==> src/rtl/tx_ram_sequencer_if.sv <==
`default_nettype none
// tx_ram_sequencer_if: instruction RAM read port (address out, 1-cycle-latency data back).
interface tx_ram_sequencer_if #(
  parameter int ADDR_W = 12
);
  logic [ADDR_W-1:0] oInstrAddr;
  logic [127:0]      iInstr;

  modport master (output oInstrAddr, input iInstr);
  modport slave  (input oInstrAddr, output iInstr);
endinterface
`default_nettype wire

==> src/rtl/tx_ram_sequencer.sv <==
`default_nettype none
// tx_ram_sequencer: RAM-driven transmit instruction sequencer (fire, outputs, ADC trigger, loops).
// Define TX_SEQ_WATCHDOG_EN to bound FIRE/ADC_TRIG execution to FIRE_TIMEOUT cycles.
module tx_ram_sequencer #(
  parameter int ADDR_W       = 12,
  parameter int FIRE_TIMEOUT = 65535
) (
  input  logic               txCLK,
  input  logic               rst,
  input  logic               iEnable,
  input  logic [ADDR_W-1:0]  iStartAddr,
  input  logic               iEmergency,
  tx_ram_sequencer_if.master imem,
  input  logic               iExtTrig,
  input  logic [7:0]         iFireComplete,
  input  logic               iAdcAck,
  output logic [ADDR_W-1:0]  oPhaseAddr,
  output logic               oFireArm,
  output logic [7:0]         oTrig,
  output logic [7:0]         oLed,
  output logic               oAdcTrig,
  output logic               oBusy,
  output logic               oDone,
  output logic               oError
);

  localparam logic [7:0] OP_NOP        = 8'h00;
  localparam logic [7:0] OP_FIRE       = 8'h01;
  localparam logic [7:0] OP_SET_OUT    = 8'h02;
  localparam logic [7:0] OP_ADC_TRIG   = 8'h03;
  localparam logic [7:0] OP_LOOP_START = 8'h04;
  localparam logic [7:0] OP_LOOP_END   = 8'h05;
  localparam logic [7:0] OP_WAIT_TRIG  = 8'h06;
  localparam logic [7:0] OP_HALT       = 8'h07;

  typedef enum logic [2:0] {
    S_IDLE, S_FETCH, S_DECODE, S_EXEC, S_DELAY, S_HALTED, S_ERROR
  } state_t;

  state_t            state;
  logic [ADDR_W-1:0] pc;
  logic [ADDR_W:0]   next_pc;
  logic [31:0]       delay_cnt;
  logic [7:0]        exec_op;
  logic [29:0]       loop_cnt [8];
  logic [ADDR_W-1:0] loop_ret [8];

  logic [7:0]        opcode;
  logic [2:0]        loop_k;
  logic [ADDR_W-1:0] operand;
  logic [31:0]       delay_d;
  logic [ADDR_W:0]   pc_inc;
  logic [ADDR_W:0]   loop_target;
  logic              exec_done;
  logic              bad_opcode;
  logic              pc_overflow;
  logic              wd_expire;
  logic              fault;
  logic              unused_bits;

  assign opcode      = imem.iInstr[127:120];
  assign loop_k      = imem.iInstr[98:96];
  assign operand     = ADDR_W'(imem.iInstr[107:96]);
  assign delay_d     = imem.iInstr[63:32];
  assign pc_inc      = {1'b0, pc} + (ADDR_W+1)'(1);
  assign loop_target = {1'b0, loop_ret[loop_k]} + (ADDR_W+1)'(1);
  assign unused_bits = ^{imem.iInstr[119:108], imem.iInstr[95:94], imem.iInstr[31:0]};

  assign exec_done = (exec_op == OP_FIRE      && iFireComplete == 8'hFF) ||
                     (exec_op == OP_ADC_TRIG  && iAdcAck) ||
                     (exec_op == OP_WAIT_TRIG && iExtTrig);

  assign bad_opcode  = (state == S_DECODE) && (opcode > OP_HALT);
  // The PC never wraps: stepping past the top of the instruction RAM is a fault.
  assign pc_overflow = (state == S_DELAY) && (delay_cnt == 32'd0) && next_pc[ADDR_W];

`ifdef TX_SEQ_WATCHDOG_EN
  localparam int WD_W = $clog2(FIRE_TIMEOUT + 1);
  localparam logic [WD_W-1:0] WD_LAST = WD_W'(FIRE_TIMEOUT - 1);
  logic [WD_W-1:0] wd_cnt;

  assign wd_expire = (state == S_EXEC) && (exec_op != OP_WAIT_TRIG) && !exec_done &&
                     (wd_cnt == WD_LAST);

  always_ff @(posedge txCLK) begin
    if (rst || state == S_DECODE) begin
      wd_cnt <= '0;
    end else if (state == S_EXEC) begin
      wd_cnt <= wd_cnt + 1'b1;
    end
  end
`else
  assign wd_expire = 1'b0;
`endif

  assign fault = bad_opcode || pc_overflow || wd_expire;

  always_ff @(posedge txCLK) begin
    if (rst) begin
      state           <= S_IDLE;
      pc              <= '0;
      next_pc         <= '0;
      delay_cnt       <= '0;
      exec_op         <= OP_NOP;
      imem.oInstrAddr <= '0;
      oPhaseAddr      <= '0;
      oFireArm        <= 1'b0;
      oTrig           <= '0;
      oLed            <= '0;
      oAdcTrig        <= 1'b0;
      oBusy           <= 1'b0;
      oDone           <= 1'b0;
      oError          <= 1'b0;
      for (int i = 0; i < 8; i++) begin
        loop_cnt[i] <= '0;
        loop_ret[i] <= '0;
      end
    end else if (iEmergency || (iEnable && fault)) begin
      state    <= S_ERROR;
      oFireArm <= 1'b0;
      oAdcTrig <= 1'b0;
      oTrig    <= '0;
      oLed     <= '0;
      oBusy    <= 1'b0;
      oDone    <= 1'b0;
      oError   <= 1'b1;
    end else if (!iEnable && state != S_ERROR) begin
      state    <= S_IDLE;
      oFireArm <= 1'b0;
      oAdcTrig <= 1'b0;
      oTrig    <= '0;
      oLed     <= '0;
      oBusy    <= 1'b0;
      oDone    <= 1'b0;
    end else begin
      case (state)
        S_IDLE: begin
          pc              <= iStartAddr;
          imem.oInstrAddr <= iStartAddr;
          oBusy           <= 1'b1;
          state           <= S_FETCH;
        end
        S_FETCH: state <= S_DECODE;
        S_DECODE: begin
          delay_cnt <= delay_d;
          exec_op   <= opcode;
          next_pc   <= pc_inc;
          state     <= S_DELAY;
          case (opcode)
            OP_FIRE: begin
              oPhaseAddr <= operand;
              oFireArm   <= 1'b1;
              state      <= S_EXEC;
            end
            OP_SET_OUT: begin
              oTrig <= imem.iInstr[79:72];
              oLed  <= imem.iInstr[71:64];
            end
            OP_ADC_TRIG: begin
              oAdcTrig <= 1'b1;
              state    <= S_EXEC;
            end
            OP_LOOP_START: begin
              loop_cnt[loop_k] <= imem.iInstr[93:64];
              loop_ret[loop_k] <= pc;
            end
            OP_LOOP_END: begin
              if (loop_cnt[loop_k] > 30'd1) begin
                loop_cnt[loop_k] <= loop_cnt[loop_k] - 30'd1;
                next_pc          <= loop_target;
              end else begin
                loop_cnt[loop_k] <= '0;
              end
            end
            OP_WAIT_TRIG: state <= S_EXEC;
            OP_HALT: begin
              oDone <= 1'b1;
              oBusy <= 1'b0;
              state <= S_HALTED;
            end
            default: ;
          endcase
        end
        S_EXEC: begin
          if (exec_done) begin
            oFireArm <= 1'b0;
            oAdcTrig <= 1'b0;
            state    <= S_DELAY;
          end
        end
        S_DELAY: begin
          if (delay_cnt != 32'd0) begin
            delay_cnt <= delay_cnt - 32'd1;
          end else begin
            pc              <= next_pc[ADDR_W-1:0];
            imem.oInstrAddr <= next_pc[ADDR_W-1:0];
            state           <= S_FETCH;
          end
        end
        default: ;
      endcase
    end
  end

endmodule
`default_nettype wire
==> src/flat_wrapper.sv <==
// flat-port wrapper written by rule: the top's interface ports become plain ports
module tx_ram_sequencer_flat 
#(
  parameter int ADDR_W       = 12,
  parameter int FIRE_TIMEOUT = 65535
)
  (txCLK, rst, iEnable, iStartAddr, iEmergency, iExtTrig, iFireComplete, iAdcAck, oPhaseAddr, oFireArm, oTrig, oLed, oAdcTrig, oBusy, oDone, oError, imem_oInstrAddr, imem_iInstr);
  tx_ram_sequencer_if #(.ADDR_W(ADDR_W)) imem_i ();
  input  logic txCLK;
  input  logic rst;
  input  logic iEnable;
  input  logic [ADDR_W-1:0] iStartAddr;
  input  logic iEmergency;
  input  logic iExtTrig;
  input  logic [7:0] iFireComplete;
  input  logic iAdcAck;
  output logic [ADDR_W-1:0] oPhaseAddr;
  output logic oFireArm;
  output logic [7:0] oTrig;
  output logic [7:0] oLed;
  output logic oAdcTrig;
  output logic oBusy;
  output logic oDone;
  output logic oError;
  output wire logic [$bits(imem_i.oInstrAddr)-1:0] imem_oInstrAddr;
  input wire logic [$bits(imem_i.iInstr)-1:0] imem_iInstr;
  assign imem_oInstrAddr = imem_i.oInstrAddr;
  assign imem_i.iInstr = imem_iInstr;
  tx_ram_sequencer #(.ADDR_W(ADDR_W), .FIRE_TIMEOUT(FIRE_TIMEOUT)) u_core (.txCLK(txCLK), .rst(rst), .iEnable(iEnable), .iStartAddr(iStartAddr), .iEmergency(iEmergency), .imem(imem_i), .iExtTrig(iExtTrig), .iFireComplete(iFireComplete), .iAdcAck(iAdcAck), .oPhaseAddr(oPhaseAddr), .oFireArm(oFireArm), .oTrig(oTrig), .oLed(oLed), .oAdcTrig(oAdcTrig), .oBusy(oBusy), .oDone(oDone), .oError(oError));
endmodule
==> config.mk <==
export PLATFORM = sky130hd
export DESIGN_NAME = tx_ram_sequencer_flat
export DESIGN_NICKNAME = d
export VERILOG_FILES = /design/src/rtl/tx_ram_sequencer_if.sv /design/src/rtl/tx_ram_sequencer.sv /design/src/flat_wrapper.sv
export SDC_FILE = /design/constraint.sdc
export NUM_CORES = 1
export LEC_CHECK = 0
export ABC_CLOCK_PERIOD_IN_PS = 6800
export CAP_MARGIN = 10
export CORE_ASPECT_RATIO = 1.75
export CORE_MARGIN = 2
export CORE_UTILIZATION = 40
export CTS_CLUSTER_DIAMETER = 80
export CTS_CLUSTER_SIZE = 10
export DETAILED_ROUTE_END_ITERATION = 7
export SLEW_MARGIN = 20
export SYNTH_ARGS = -nofsm -noshare
export SYNTH_HDL_FRONTEND = slang
export SYNTH_SLANG_ARGS = --single-unit
==> constraint.sdc <==
create_clock -name txCLK -period 6.8 [get_ports txCLK]
set_clock_uncertainty 0.05 [all_clocks]
set_input_delay 2.04 -clock txCLK [delete_from_list [all_inputs] [get_ports txCLK]]
set_output_delay 2.04 -clock txCLK [all_outputs]
set_load 0.01 [all_outputs]
==> impl_metrics.toml <==
[power_and_ir_drop]
power_mw = 6.22
p_leak_nw = 9.30
max-vdd-ir-drop_uv = 169
power_density_mw_per_mm2 = 248

[setup_path]
crit_family = "simple AND/OR/NAND/NOR gates"
rrSetupSlack_ns = 2.88
crit_top_cell = "buf_4"
critical_path_required_ns = 7.06
critPathMaxStageDelay_ns = 0.59
crit_chain = "buf_4, buf_4, mux4_2, mux2i_1, nand3_1, nor3_1, and3_1, a31oi_4, nand2_2, buf_4, nor2_1"
cp-start-kind = "primary input"
cp_num_buf_inv = 3
slowest_stage = "nor3_1"
critPathKind = "primary input to flip-flop"
cp.arrival_ns = 6.02
endpoint_kind = "flip-flop"
cp_max_fo = 26

[global_routing]
grt_pass1_wl_um = 100000
track_usage = 0.242
grt_max_degree = 93
grt_overflow = 0
grt_pass1_vias = 16800
antenna_found_initial = 0

[timing]
grt_setup_unrepaired = "no"
setup_viol = 0
slew_headroom = 0.299
fin_crit_ns = 5.76
fin_crit_sh = 0.847
hold_viol = 0
maxSlewViolCount = 0
layout_setup_ws_ns = 1.04
fmaxAchievable_ghz = 0.174
worst_pin_slew_ns = 1.04
finalSetupTns_ns = 0

[clock_tree]
h-tree-depth = 2
clock-sinks = 437
cts_made_buffers = 49
clkLatencyLatePin_ns = 0.58
clockBufferDepth = 3
clk_pin_slew_ns = 0.06
cts_resized = 0
post_cts_buffers = 0
cts-root-buf = "clkbuf_16"
ctsHoldBuffers = 0
cts_tree = "done"

[drt]
routed_wl_um = 66600
via_count = 16200
vias_per_cell = 5.82
drtIter0Drc = 1514
drt_drc_violations_left = 0
wl_per_cell_um = 23.8
drt_first_pass_iters = 8
drtAntennaViolNets = 0

[floorplan]
num_rows = 111
start_util = 0.405
fp.dieH_um = 309
ios = 199
dieWidth_um = 178
core_mm2 = 0.0524
die_area_mm2 = 0.0550

[final_layout]
drive_gt1_frac = 0.127
finalNetCount = 2246
n_antenna_cell = 0
areaGrowthSynthToFinish_pct = 18.3

[run]
maxCapViolations = 0

[logic_synthesis]
yosys_warnings = 0
netlist_instances = 1935
synth-async-reset-ratio = 0
ys_ff_latch = 437
synth_top_flop_cell = "edfxtp_1"
ys_seq_area_frac = 0.571
synth_edf_count = 336
syn_nets = 2094
netlist_area_mm2 = 0.0212
ys_types = 81
syn_avg_cell_area_um2 = 11.0

[run_status]
status = "completed"

[place]
routabilityCongestion = 0.819
portBuffers = 152
hpwl_um = 44000
place_ws_ns = 0.521

[min_path]
hold_class = "flip-flop to flip-flop"
## tightest hold or removal path, cell delays in order, from the launching register on
cell and delay (ns):
dfxtp_1 0.30, nand2_1 0.05, a21oi_1 0.05
## worst paths after layout
check             depth (start not counted)                              endpoint                            startpoint
setup / recovery                         11  u_core.loop_cnt[3][24]$_SDFFCE_PN0P_                       imem_iInstr[97]
hold / removal                            2     u_core.oPhaseAddr[2]$_SDFFE_PP0P_     u_core.oPhaseAddr[2]$_SDFFE_PP0P_
setup reg to reg                         10  u_core.loop_cnt[3][24]$_SDFFCE_PN0P_  u_core.loop_cnt[0][20]$_SDFFCE_PN0P_
hold reg to reg                           2     u_core.oPhaseAddr[2]$_SDFFE_PP0P_     u_core.oPhaseAddr[2]$_SDFFE_PP0P_
## where the power goes
group          internal, mW  switching, mW
sequential             2.96         0.0627
clock                  1.36           1.04
combinational         0.303          0.496
## registers in the layout, indices dropped and copies added (netlist names)
name and count:
u_core.oFireArm 1, u_core.pc 12, u_core.oError 1, u_core.oAdcTrig 1, u_core.delay_cnt 32, u_core.state 3
u_core.oDone 1, u_core.loop_cnt 240, u_core.oPhaseAddr 12, u_core.loop_ret 96, u_core.oTrig 8, u_core.exec_op 8
u_core.next_pc 13, u_core.oLed 8, u_core.oBusy 1
## metal layers
metal  vias up  routed length (um)  share of wire  track usage
met5         -                   0              0            0
met3       160                4090          0.061       0.0355
met1      8050               24400           0.37        0.275
li1       7394                   -              -            -
met4         0                2980          0.045        0.109
met2       631               35100           0.53        0.444
## through the flow
step            util  instances  instance area, um^2  hold slack (ns)
3_5_place_dp   0.453       2714                23700            0.397
3_3_place_gp   0.453       2714                23700            0.384
4_1_cts        0.479       2791                25100            0.406
5_1_grt        0.479       2791                25100            0.423
6_report       0.479       2791                25100            0.403
2_1_floorplan      -       1935                21200            0.370
## final cells by class
| cell class | instances | area (um^2) |
|---|---|---|
| fillers | 4748 | 27300 |
| flip-flops and latches | 437 | 12100 |
| multi-input cells | 1324 | 8380 |
| repair buffers | 249 | 2290 |
| clock buffers | 75 | 1370 |
| well taps | 678 | 848 |
| inverters | 26 | 97.6 |
| clock inverters | 2 | 13.8 |
## cell usage after synthesis (20+ instances only)
cell type,count,area [um^2]
a21oi_1,90,450
a221oi_1,23,201
a22oi_1,23,173
and3_1,100,626
buf_2,22,110
buf_4,29,218
clkbuf_1,88,330
dfxtp_1,101,2020
edfxtp_1,336,10100
inv_1,24,90.1
mux2_2,29,327
mux2i_1,58,581
mux4_2,26,586
nand2_1,183,687
nand3_1,38,190
nor2_1,333,1250
nor3_1,35,175
o21ai_0,72,360
xnor2_1,20,175
xor2_1,28,245
## kinds of logic after synthesis
logic type / after synthesis / synth area share
simple gates: 816 / 0.180
flops: 437 / 0.571
compound gates: 329 / 0.106
buf+inv: 174 / 0.0405
mux: 126 / 0.0793
xor+xnor: 48 / 0.0198
fa+ha+maj: 5 / 0.00295
## placed cells by master (no fill, tap or decap), types with 10 or more instances in the layout
cell type / count
a21oi_1: 90
a22oi_1: 23
a22o_1: 10
a311oi_1: 13
xnor2_1: 20
dfxtp_1: 101
mux2i_1: 58
buf_4: 96
edfxtp_1: 336
inv_1: 24
o21ai_0: 56
nor3_1: 32
and2_1: 16
nand2_1: 181
o22ai_1: 14
nor4_1: 12
xor2_1: 28
clkdlybuf4s50_1: 148
nand3_1: 38
nor2b_1: 14
and3_1: 100
clkbuf_16: 51
mux4_2: 26
mux2i_2: 11
nor2_1: 333
nand2_2: 10
clkbuf_1: 24
a221oi_1: 23
a211oi_1: 16
nand4_1: 16
mux2_2: 29
No activity file was read; power rests on OpenSTA's default activity.
